===== src/rtl/fpnew_issue_ctrl.sv =====
// Core-side issue controller for the FPU handshake.
// Allocates tags from a small pool, issues requests to the FPU, collects
// out-of-order results by tag into a single registered writeback slot, and
// stalls requests whose source or destination register is still in flight.
module fpnew_issue_ctrl #(
    parameter int unsigned Width        = 64,
    parameter int unsigned NumOperands  = 3,
    parameter int unsigned CtrlWidth    = 16,
    parameter int unsigned NumTags      = 4,
    parameter int unsigned TagWidth     = $clog2(NumTags),
    parameter int unsigned RegAddrWidth = 5
) (
    input  logic                                clk_i,
    input  logic                                rst_i,
    input  logic                                flush_i,
    // Core request
    input  logic                                req_valid_i,
    output logic                                req_ready_o,
    input  logic [NumOperands*Width-1:0]        req_operands_i,
    input  logic [NumOperands*RegAddrWidth-1:0] req_rs_addr_i,
    input  logic [NumOperands-1:0]              req_rs_used_i,
    input  logic [RegAddrWidth-1:0]             req_rd_addr_i,
    input  logic [CtrlWidth-1:0]                req_ctrl_i,
    // FPU request side
    output logic                                fpu_valid_o,
    input  logic                                fpu_ready_i,
    output logic [NumOperands*Width-1:0]        fpu_operands_o,
    output logic [CtrlWidth-1:0]                fpu_ctrl_o,
    output logic [TagWidth-1:0]                 fpu_tag_o,
    output logic                                fpu_flush_o,
    // FPU result side
    input  logic                                fpu_out_valid_i,
    output logic                                fpu_out_ready_o,
    input  logic [Width-1:0]                    fpu_result_i,
    input  logic [4:0]                          fpu_status_i,
    input  logic [TagWidth-1:0]                 fpu_tag_i,
    // Core writeback
    output logic                                wb_valid_o,
    input  logic                                wb_ready_i,
    output logic [RegAddrWidth-1:0]             wb_rd_addr_o,
    output logic [Width-1:0]                    wb_result_o,
    output logic [4:0]                          wb_status_o,
    // Status
    output logic                                busy_o,
    output logic [TagWidth:0]                   outstanding_o
);

    // Tag pool state
    logic [NumTags-1:0]      busy_q, busy_d;
    logic [RegAddrWidth-1:0] rd_q [NumTags];
    logic [RegAddrWidth-1:0] rd_d [NumTags];

    // Writeback register
    logic                    wb_valid_q, wb_valid_d;
    logic [RegAddrWidth-1:0] wb_rd_q, wb_rd_d;
    logic [Width-1:0]        wb_result_q, wb_result_d;
    logic [4:0]              wb_status_q, wb_status_d;

    logic                    free_avail;
    logic [TagWidth-1:0]     free_tag;
    logic                    hazard;
    logic                    go;
    logic                    alloc;
    logic                    ret;
    logic                    ret_hit;
    logic [TagWidth:0]       busy_cnt;

    // Lowest-index free tag from the registered busy vector
    always_comb begin
        free_avail = 1'b0;
        free_tag   = '0;
        for (int i = NumTags - 1; i >= 0; i--) begin
            if (!busy_q[i]) begin
                free_avail = 1'b1;
                free_tag   = TagWidth'(i);
            end
        end
    end

    // RAW/WAW hazard against every destination still owed to the core
    always_comb begin
        hazard = 1'b0;
        for (int t = 0; t < NumTags; t++) begin
            if (busy_q[t]) begin
                if (req_rd_addr_i == rd_q[t]) hazard = 1'b1;
                for (int k = 0; k < NumOperands; k++) begin
                    if (req_rs_used_i[k] &&
                        req_rs_addr_i[k*RegAddrWidth +: RegAddrWidth] == rd_q[t]) begin
                        hazard = 1'b1;
                    end
                end
            end
        end
        // A result parked in the writeback slot is not yet architecturally visible
        if (wb_valid_q) begin
            if (req_rd_addr_i == wb_rd_q) hazard = 1'b1;
            for (int k = 0; k < NumOperands; k++) begin
                if (req_rs_used_i[k] &&
                    req_rs_addr_i[k*RegAddrWidth +: RegAddrWidth] == wb_rd_q) begin
                    hazard = 1'b1;
                end
            end
        end
    end

    // Issue handshake; fpu_valid_o is kept independent of fpu_ready_i
    always_comb begin
        go             = req_valid_i & free_avail & ~hazard & ~flush_i;
        fpu_valid_o    = go;
        req_ready_o    = go & fpu_ready_i;
        alloc          = go & fpu_ready_i;
        fpu_operands_o = req_operands_i;
        fpu_ctrl_o     = req_ctrl_i;
        fpu_tag_o      = free_tag;
        fpu_flush_o    = flush_i;
    end

    // Result acceptance; unknown tags and flush-cycle results are swallowed
    always_comb begin
        fpu_out_ready_o = ~wb_valid_q | wb_ready_i;
        ret             = fpu_out_valid_i & fpu_out_ready_o;
        ret_hit         = ret & busy_q[fpu_tag_i] & ~flush_i;
    end

    // Next-state for tag pool and writeback slot
    always_comb begin
        busy_d      = busy_q;
        rd_d        = rd_q;
        wb_valid_d  = wb_valid_q;
        wb_rd_d     = wb_rd_q;
        wb_result_d = wb_result_q;
        wb_status_d = wb_status_q;
        if (flush_i) begin
            busy_d     = '0;
            wb_valid_d = 1'b0;
        end else begin
            if (wb_valid_q && wb_ready_i) wb_valid_d = 1'b0;
            if (ret_hit) begin
                busy_d[fpu_tag_i] = 1'b0;
                wb_valid_d        = 1'b1;
                wb_rd_d           = rd_q[fpu_tag_i];
                wb_result_d       = fpu_result_i;
                wb_status_d       = fpu_status_i;
            end
            // The allocated tag was free pre-edge, so it never collides with ret_hit
            if (alloc) begin
                busy_d[free_tag] = 1'b1;
                rd_d[free_tag]   = req_rd_addr_i;
            end
        end
    end

    // State registers
    always_ff @(posedge clk_i or posedge rst_i) begin
        if (rst_i) begin
            busy_q      <= '0;
            for (int i = 0; i < NumTags; i++) rd_q[i] <= '0;
            wb_valid_q  <= 1'b0;
            wb_rd_q     <= '0;
            wb_result_q <= '0;
            wb_status_q <= '0;
        end else begin
            busy_q      <= busy_d;
            rd_q        <= rd_d;
            wb_valid_q  <= wb_valid_d;
            wb_rd_q     <= wb_rd_d;
            wb_result_q <= wb_result_d;
            wb_status_q <= wb_status_d;
        end
    end

    // Occupancy count
    always_comb begin
        busy_cnt = '0;
        for (int i = 0; i < NumTags; i++) begin
            if (busy_q[i]) busy_cnt = busy_cnt + (TagWidth+1)'(1);
        end
    end

    // Status and writeback outputs
    always_comb begin
        wb_valid_o    = wb_valid_q;
        wb_rd_addr_o  = wb_rd_q;
        wb_result_o   = wb_result_q;
        wb_status_o   = wb_status_q;
        outstanding_o = busy_cnt;
        busy_o        = (|busy_q) | wb_valid_q;
    end

endmodule


===== config.mk =====
export PLATFORM = sky130hd
export DESIGN_NAME = fpnew_issue_ctrl
export DESIGN_NICKNAME = d
export VERILOG_FILES = /design/src/rtl/fpnew_issue_ctrl.sv
export SDC_FILE = /design/constraint.sdc
export NUM_CORES = 1
export LEC_CHECK = 0
export ABC_AREA = 1
export BUFFER_PORTS_ARGS = -buffer_cell sky130_fd_sc_hd__buf_4
export CORE_AREA = 2 2 233 235
export DETAILED_ROUTE_END_ITERATION = 16
export DIE_AREA = 0 0 235 237
export MAX_ROUTING_LAYER = met4
export PLACE_DENSITY = 0.33
export SKIP_CTS_REPAIR_TIMING = 1
export SLEW_MARGIN = 20
export SYNTH_ARGS = -nofsm -noshare
export SYNTH_HDL_FRONTEND = slang
export SYNTH_SLANG_ARGS = --single-unit

===== constraint.sdc =====
create_clock -name clk_i -period 6.7 [get_ports clk_i]
set_input_delay 1.675 -clock clk_i [delete_from_list [all_inputs] [get_ports clk_i]]
set_output_delay 1.675 -clock clk_i [all_outputs]
set_load 0.01 [all_outputs]

After elaboration in Yosys (flattened, before gate mapping)
Index checks and enable logic that the tools add are counted.
{ "word_totals": {"latch_bits": 0, "inputBits": 309, "mem_bits_ro": 0, "out_inout_bits": 293, "mem_count": 0, "mem_bits_rw": 0, "register_bits": 99, "elab_cells": 135} }
{ "op_classes": {"bitwise_logic": 17, "n_mul": 0, "addsub": 3, "n_shift": 0, "magnitude_cmp": 7, "muxes": 56, "div": 0, "n_eq_ne": 20, "n_reduce_logical": 23} }
{ "op_table": {"columns": ["operator", "n"], "rows": [
  ["equality test 5 bit", 20],
  ["2-to-1 mux 1 bit", 36],
  ["bitwise mux 20 bit", 1],
  ["logical AND 1 bit", 19],
  ["2-to-1 mux 4 bit", 4],
  ["2-to-1 mux 5 bit", 3],
  ["binary-select mux 5 bit (select 2 bit)", 1],
  ["demux 5 bit (select 2 bit)", 1],
  ["adder 3 x 1 -> 3 bit (second input constant)", 3],
  ["2-to-1 mux 3 bit", 3],
  ["2-to-1 mux 2 bit", 4],
  ["AND 1 bit", 7],
  [">= comparator 3 bit (second input constant)", 2],
  ["< comparator 2 x 3 -> 1 bit (second input constant)", 2],
  ["NOT 2 -> 3 bit", 2],
  ["AND 4 bit", 1],
  ["demux 1 bit (select 2 bit)", 2],
  [">= comparator 2 x 1 -> 1 bit (second input constant)", 2],
  ["NOT 4 bit", 1],
  ["bitwise OR 4 bit", 1],
  ["AND reduction 2 bit", 2],
  ["OR reduction 4 bit", 1],
  ["< comparator 3 x 1 -> 1 bit (second input constant)", 1],
  ["NOT 1 bit", 3],
  ["other kinds (3)", 4]
]} }

Logic depth before layout (Yosys ltp)
{ "depth": {"depth_word": 32, "mapped_depth": 13, "ltp_nobuf": 12} }

Worst setup path after synthesis
Ideal clock, no wire load.
{ "synth_timing": {"path_type": "input-to-output", "from": "input req_rd_addr_i[4]", "to": "output req_ready_o", "path_buffers": 1, "path_stages": 10, "t_required_ns": 5.025, "path_slack_ns": 2.251, "t_arrival_ns": 2.774, "path_cell_list": "buf_2 -> inv_2 -> nand2_1 -> nand2_1 -> nor2_1 -> nand3_1 -> nand2_1 -> o21ai_2 -> nand3_2 -> nor3b_1"} }
{ "synth_between": {"elab_chain_len": 30, "word_cells_on_any_way": 34, "classes_between": "eq/ne: 5; mux: 25; bitwise: 4"} }
{ "synth_lines": {"columns": ["element", "line", "source"], "rows": [
  ["start: declaration", "22", "input logic [RegAddrWidth-1:0] req_rd_addr_i,"],
  ["equality test 5 bit", "85", "if (req_rd_addr_i == rd_q[t]) hazard = 1'b1;"],
  ["2-to-1 mux 1 bit", "85", null],
  ["2-to-1 mux 1 bit (3 in series)", "87", "if (req_rs_used_i[k] &&"],
  ["2-to-1 mux 1 bit", "84", "if (busy_q[t]) begin"],
  ["2-to-1 mux 1 bit", "85", null],
  ["2-to-1 mux 1 bit (3 in series)", "87", null],
  ["2-to-1 mux 1 bit", "84", null],
  ["2-to-1 mux 1 bit", "85", null],
  ["[5 not listed]", null, null],
  ["2-to-1 mux 1 bit (3 in series)", "87", null],
  ["2-to-1 mux 1 bit", "84", null],
  ["2-to-1 mux 1 bit", "96", "if (req_rd_addr_i == wb_rd_q) hazard = 1'b1;"],
  ["2-to-1 mux 1 bit (3 in series)", "98", "if (req_rs_used_i[k] &&"],
  ["2-to-1 mux 1 bit *", "95", "if (wb_valid_q) begin"],
  ["NOT 1 bit *", "108", "go = req_valid_i & free_avail & ~hazard & ~flush_i;"],
  ["AND 1 bit * (2 in series)", "108", null],
  ["AND 1 bit *", "110", "req_ready_o = go & fpu_ready_i;"],
  ["end: declaration", "18", "output logic req_ready_o,"]
]} }
Mark *: on every way between the ends. The rest lies on a longest branch, timed or not.

Worst setup path after layout
{ "layout_timing": {"from": "input req_rs_addr_i[13]", "to": "output fpu_valid_o"} }
{ "layout_between": {"elab_chain_len": 27, "word_cells_on_any_way": 35, "classes_between": "eq/ne: 5; mux: 22; bitwise: 3; reduce/logical: 5"} }
{ "layout_lines": {"columns": ["element", "line", "source"], "rows": [
  ["start: declaration", "20", "input logic [NumOperands*RegAddrWidth-1:0] req_rs_addr_i,"],
  ["equality test 5 bit", "88", "req_rs_addr_i[k*RegAddrWidth +: RegAddrWidth] == rd_q[t]) begin"],
  ["logical AND 1 bit", "87", null],
  ["2-to-1 mux 1 bit", "87", null],
  ["2-to-1 mux 1 bit", "84", null],
  ["2-to-1 mux 1 bit", "85", null],
  ["2-to-1 mux 1 bit (3 in series)", "87", null],
  ["2-to-1 mux 1 bit", "84", null],
  ["2-to-1 mux 1 bit", "85", null],
  ["[4 not listed]", null, null],
  ["2-to-1 mux 1 bit", "85", null],
  ["2-to-1 mux 1 bit (3 in series)", "87", null],
  ["2-to-1 mux 1 bit", "84", null],
  ["2-to-1 mux 1 bit", "96", null],
  ["2-to-1 mux 1 bit (3 in series)", "98", null],
  ["2-to-1 mux 1 bit *", "95", null],
  ["NOT 1 bit *", "108", null],
  ["AND 1 bit * (2 in series)", "108", null],
  ["end: declaration", "25", "output logic fpu_valid_o,"]
]} }
Marked as above.

==> flow_summary.json <==
{
  "period_share_pct": 74.4,
  "initial_core_util_pct": 13.9,
  "crit_type": "in2out",
  "wl_per_cell_um": 19.7,
  "n_antenna_cell": 0,
  "cp_max_fo": 21,
  "avgSynthCellArea_um2": 6.91,
  "netlist_instances": 1071,
  "crit_required_ns": 5.03,
  "r2r_slack_ns": 4.13,
  "drt_iter0_drc": 336,
  "tns_ns": 0,
  "drc": 0,
  "synth_edf_count": 0,
  "grt_setup_unrepaired": "false",
  "finalCriticalPeriod_ns": 4.98,
  "status": "finished, final reports clean",
  "slew_violations": 0,
  "yosys-top-cells-area": "dfrtp_1, nand2_1, buf_4",
  "die_h_um": 237,
  "final_nets": 1342,
  "place.port_buffers": 185,
  "clockBufferDepth": 2,
  "tightest_slew_ns": 0.875,
  "grt_pass1_vias": 6658,
  "coreArea_um2": 53300,
  "dp_hpwl_um": 27400,
  "area_growth_pct": 11.2,
  "p_leak_nw": 4.37,
  "path_clk_slew_ns": 0.07,
  "r2r-start": "busy_q[3]",
  "yosysUniqueCellTypes": 30,
  "setup_viol": 0,
  "numCtsBuffers": 9,
  "finClkSkew_ns": 0.0105,
  "dieWidth_um": 235,
  "peakVddDrop_uv": 96.5,
  "worstPathArrival_ns": 3.31,
  "root_buffer": "clkbuf_16",
  "yosysWarnings": 0,
  "ys.flop_type": "dfrtp_1",
  "netlist_area_um2": 7400,
  "drt-total-wl_um": 34100,
  "slew_headroom_pct": 41.7,
  "powerDensity_nw_per_um2": 225,
  "cts.sink_count": 99,
  "crit_start": "req_rs_addr_i[13]",
  "grt_max_degree": 75,
  "synth_top_area_cell": "dfrtp_1",
  "dp.cells": 1714,
  "drv_cap": 0,
  "finalNonFillerCells": 1730,
  "synthArstFlopShare_pct": 100,
  "grt_usage_pct": 12.4,
  "drt-pass1-iter-count": 5,
  "clock_latency_ns": 0.37,
  "final-hold-violation-count": 0,
  "finalInstanceArea_um2": 8220,
  "clock.fmax_mhz": 201,
  "fp.dieArea_um2": 55700,
  "ios": 602,
  "placed_area_um2": 7930,
  "antenna_found_initial": 1,
  "syn_nets": 1384,
  "hold_class": "reg2reg",
  "gp_congestion": 0.854,
  "cts.htree.levels": 3,
  "cts_tree": "built",
  "yosysSeqAreaShare_pct": 33.5,
  "ys_ff_latch": 99,
  "grt_pass1_wl_um": 48800,
  "vias": 6518,
  "rows": 85,
  "synth_top_area_share_pct": 33.5,
  "critPathLaunchType": "primary input",
  "holdWs_ns": 0.483,
  "setup.worst_path.end_class": "primary output",
  "overflow": 0,
  "viasPerCell": 3.77,
  "ant_nets": 0,
  "drive_above_1_share_pct": 24.9,
  "hp-start": "wb_status_o[2]"
}
-- placed cells by master, fill, tap and decap left out, types with 2 or more instances in the layout --
cell type  instances
nor3_1             3
o21ai_2            3
dfrtp_1           99
clkbuf_16          9
nand2_1          445
nor2_1            78
xnor2_1            7
buf_4            188
o21ai_0           24
o22ai_1            9
inv_6              2
nand3_2            3
inv_2             36
inv_1             20
nand3_1           21
xor2_1            11
nand2_2            3
ha_1               4
o21ai_1           21
clkinv_2           3
nand4_1           23
a21oi_1            9
nand4_2            4
-- final cells by class --
| cell class | instances | area [um2] |
|---|---|---|
| Multi-Input combinational cell | 674 | 2960 |
| Fill cell | 6159 | 45100 |
| Inverter | 57 | 216 |
| Clock buffer | 10 | 229 |
| Sequential cell | 99 | 2480 |
| Tap cell | 696 | 871 |
| Timing Repair Buffer | 188 | 1410 |
| Clock inverter | 6 | 62.6 |
-- cell usage after synthesis (2+ instances only) --
library cell	instances
buf_4	216
nand3_2	3
xor2_1	11
clkbuf_1	9
o21ai_2	3
inv_1	21
buf_6	2
nand2_2	3
nor2_1	78
nand4_1	23
buf_2	13
o22ai_1	9
nand2_1	445
inv_2	36
nand3_1	21
nand4_2	4
dfrtp_1	99
ha_1	4
o21ai_0	24
nor3_1	3
o21ai_1	21
a21oi_1	9
xnor2_1	7
-- per-stage QoR --
stage | power (mW) | setup WS (ns) | util, %
final | 1.85 | 1.72 | 15.4
after global routing | 1.98 | 1.57 | 15.4
after CTS | 1.89 | 1.69 | 15.4
after detailed placement | 1.32 | 1.69 | 14.9
after global placement | 1.32 | 1.71 | 14.9
after floorplan | 1.14 | 2.25 | -
-- cells by family (layout without fill, tap and decap cells) --
kind of cell,Yosys count,in the layout,share of synthesized area [%]
simple gates,584,584,32.1
buf+inv,298,261,26.5
flops,99,99,33.5
compound gates,68,68,5.11
xor+xnor,18,18,2.13
fa+ha+maj,4,4,0.677
-- power breakdown --
part	leakage (nW)	total, mW	switching (mW)	internal, mW
sequential	1.31	0.783	0.101	0.681
combinational	2.91	0.512	0.291	0.221
clock	0.147	0.555	0.264	0.291
-- worst max-delay path: stages --
cell	delay, ns
buf_4	0.13
inv_2	0.10
nand2_1	0.06
o21ai_0	0.08
nor2_1	0.09
nand3_1	0.10
nand2_1	0.13
o21ai_1	0.21
nand3_2	0.12
nor2_4	0.40
buf_4	0.21
-- layer usage --
metal  vias to the layer above  routed length (um)  GRT usage (%)
met5                         -                   0              -
met4                         0                1350           5.29
met3                       125                3910           5.93
met2                       374               15800           19.3
met1                      3001               13000           13.4
li1                       3018                   -              -
-- path summary, 6_finish.rpt --
kind                                   end  cells after the start
setup / recovery               fpu_valid_o                     11
hold / removal              wb_status_o[2]                      2
setup reg to reg           wb_result_o[43]                      7
hold reg to reg             wb_status_o[2]                      2
max in group asynchronous          rd_q[8]                      3
min in group asynchronous  wb_result_o[40]                      2
-- flip-flops by register name (all words and copies together), names as in the netlist --
name,count
busy_q,4
rd_q,20
wb_rd_addr_o,5
wb_result_o,64
wb_status_o,5
wb_valid_o,1
Note: power is estimated with default switching activity, not from simulation.
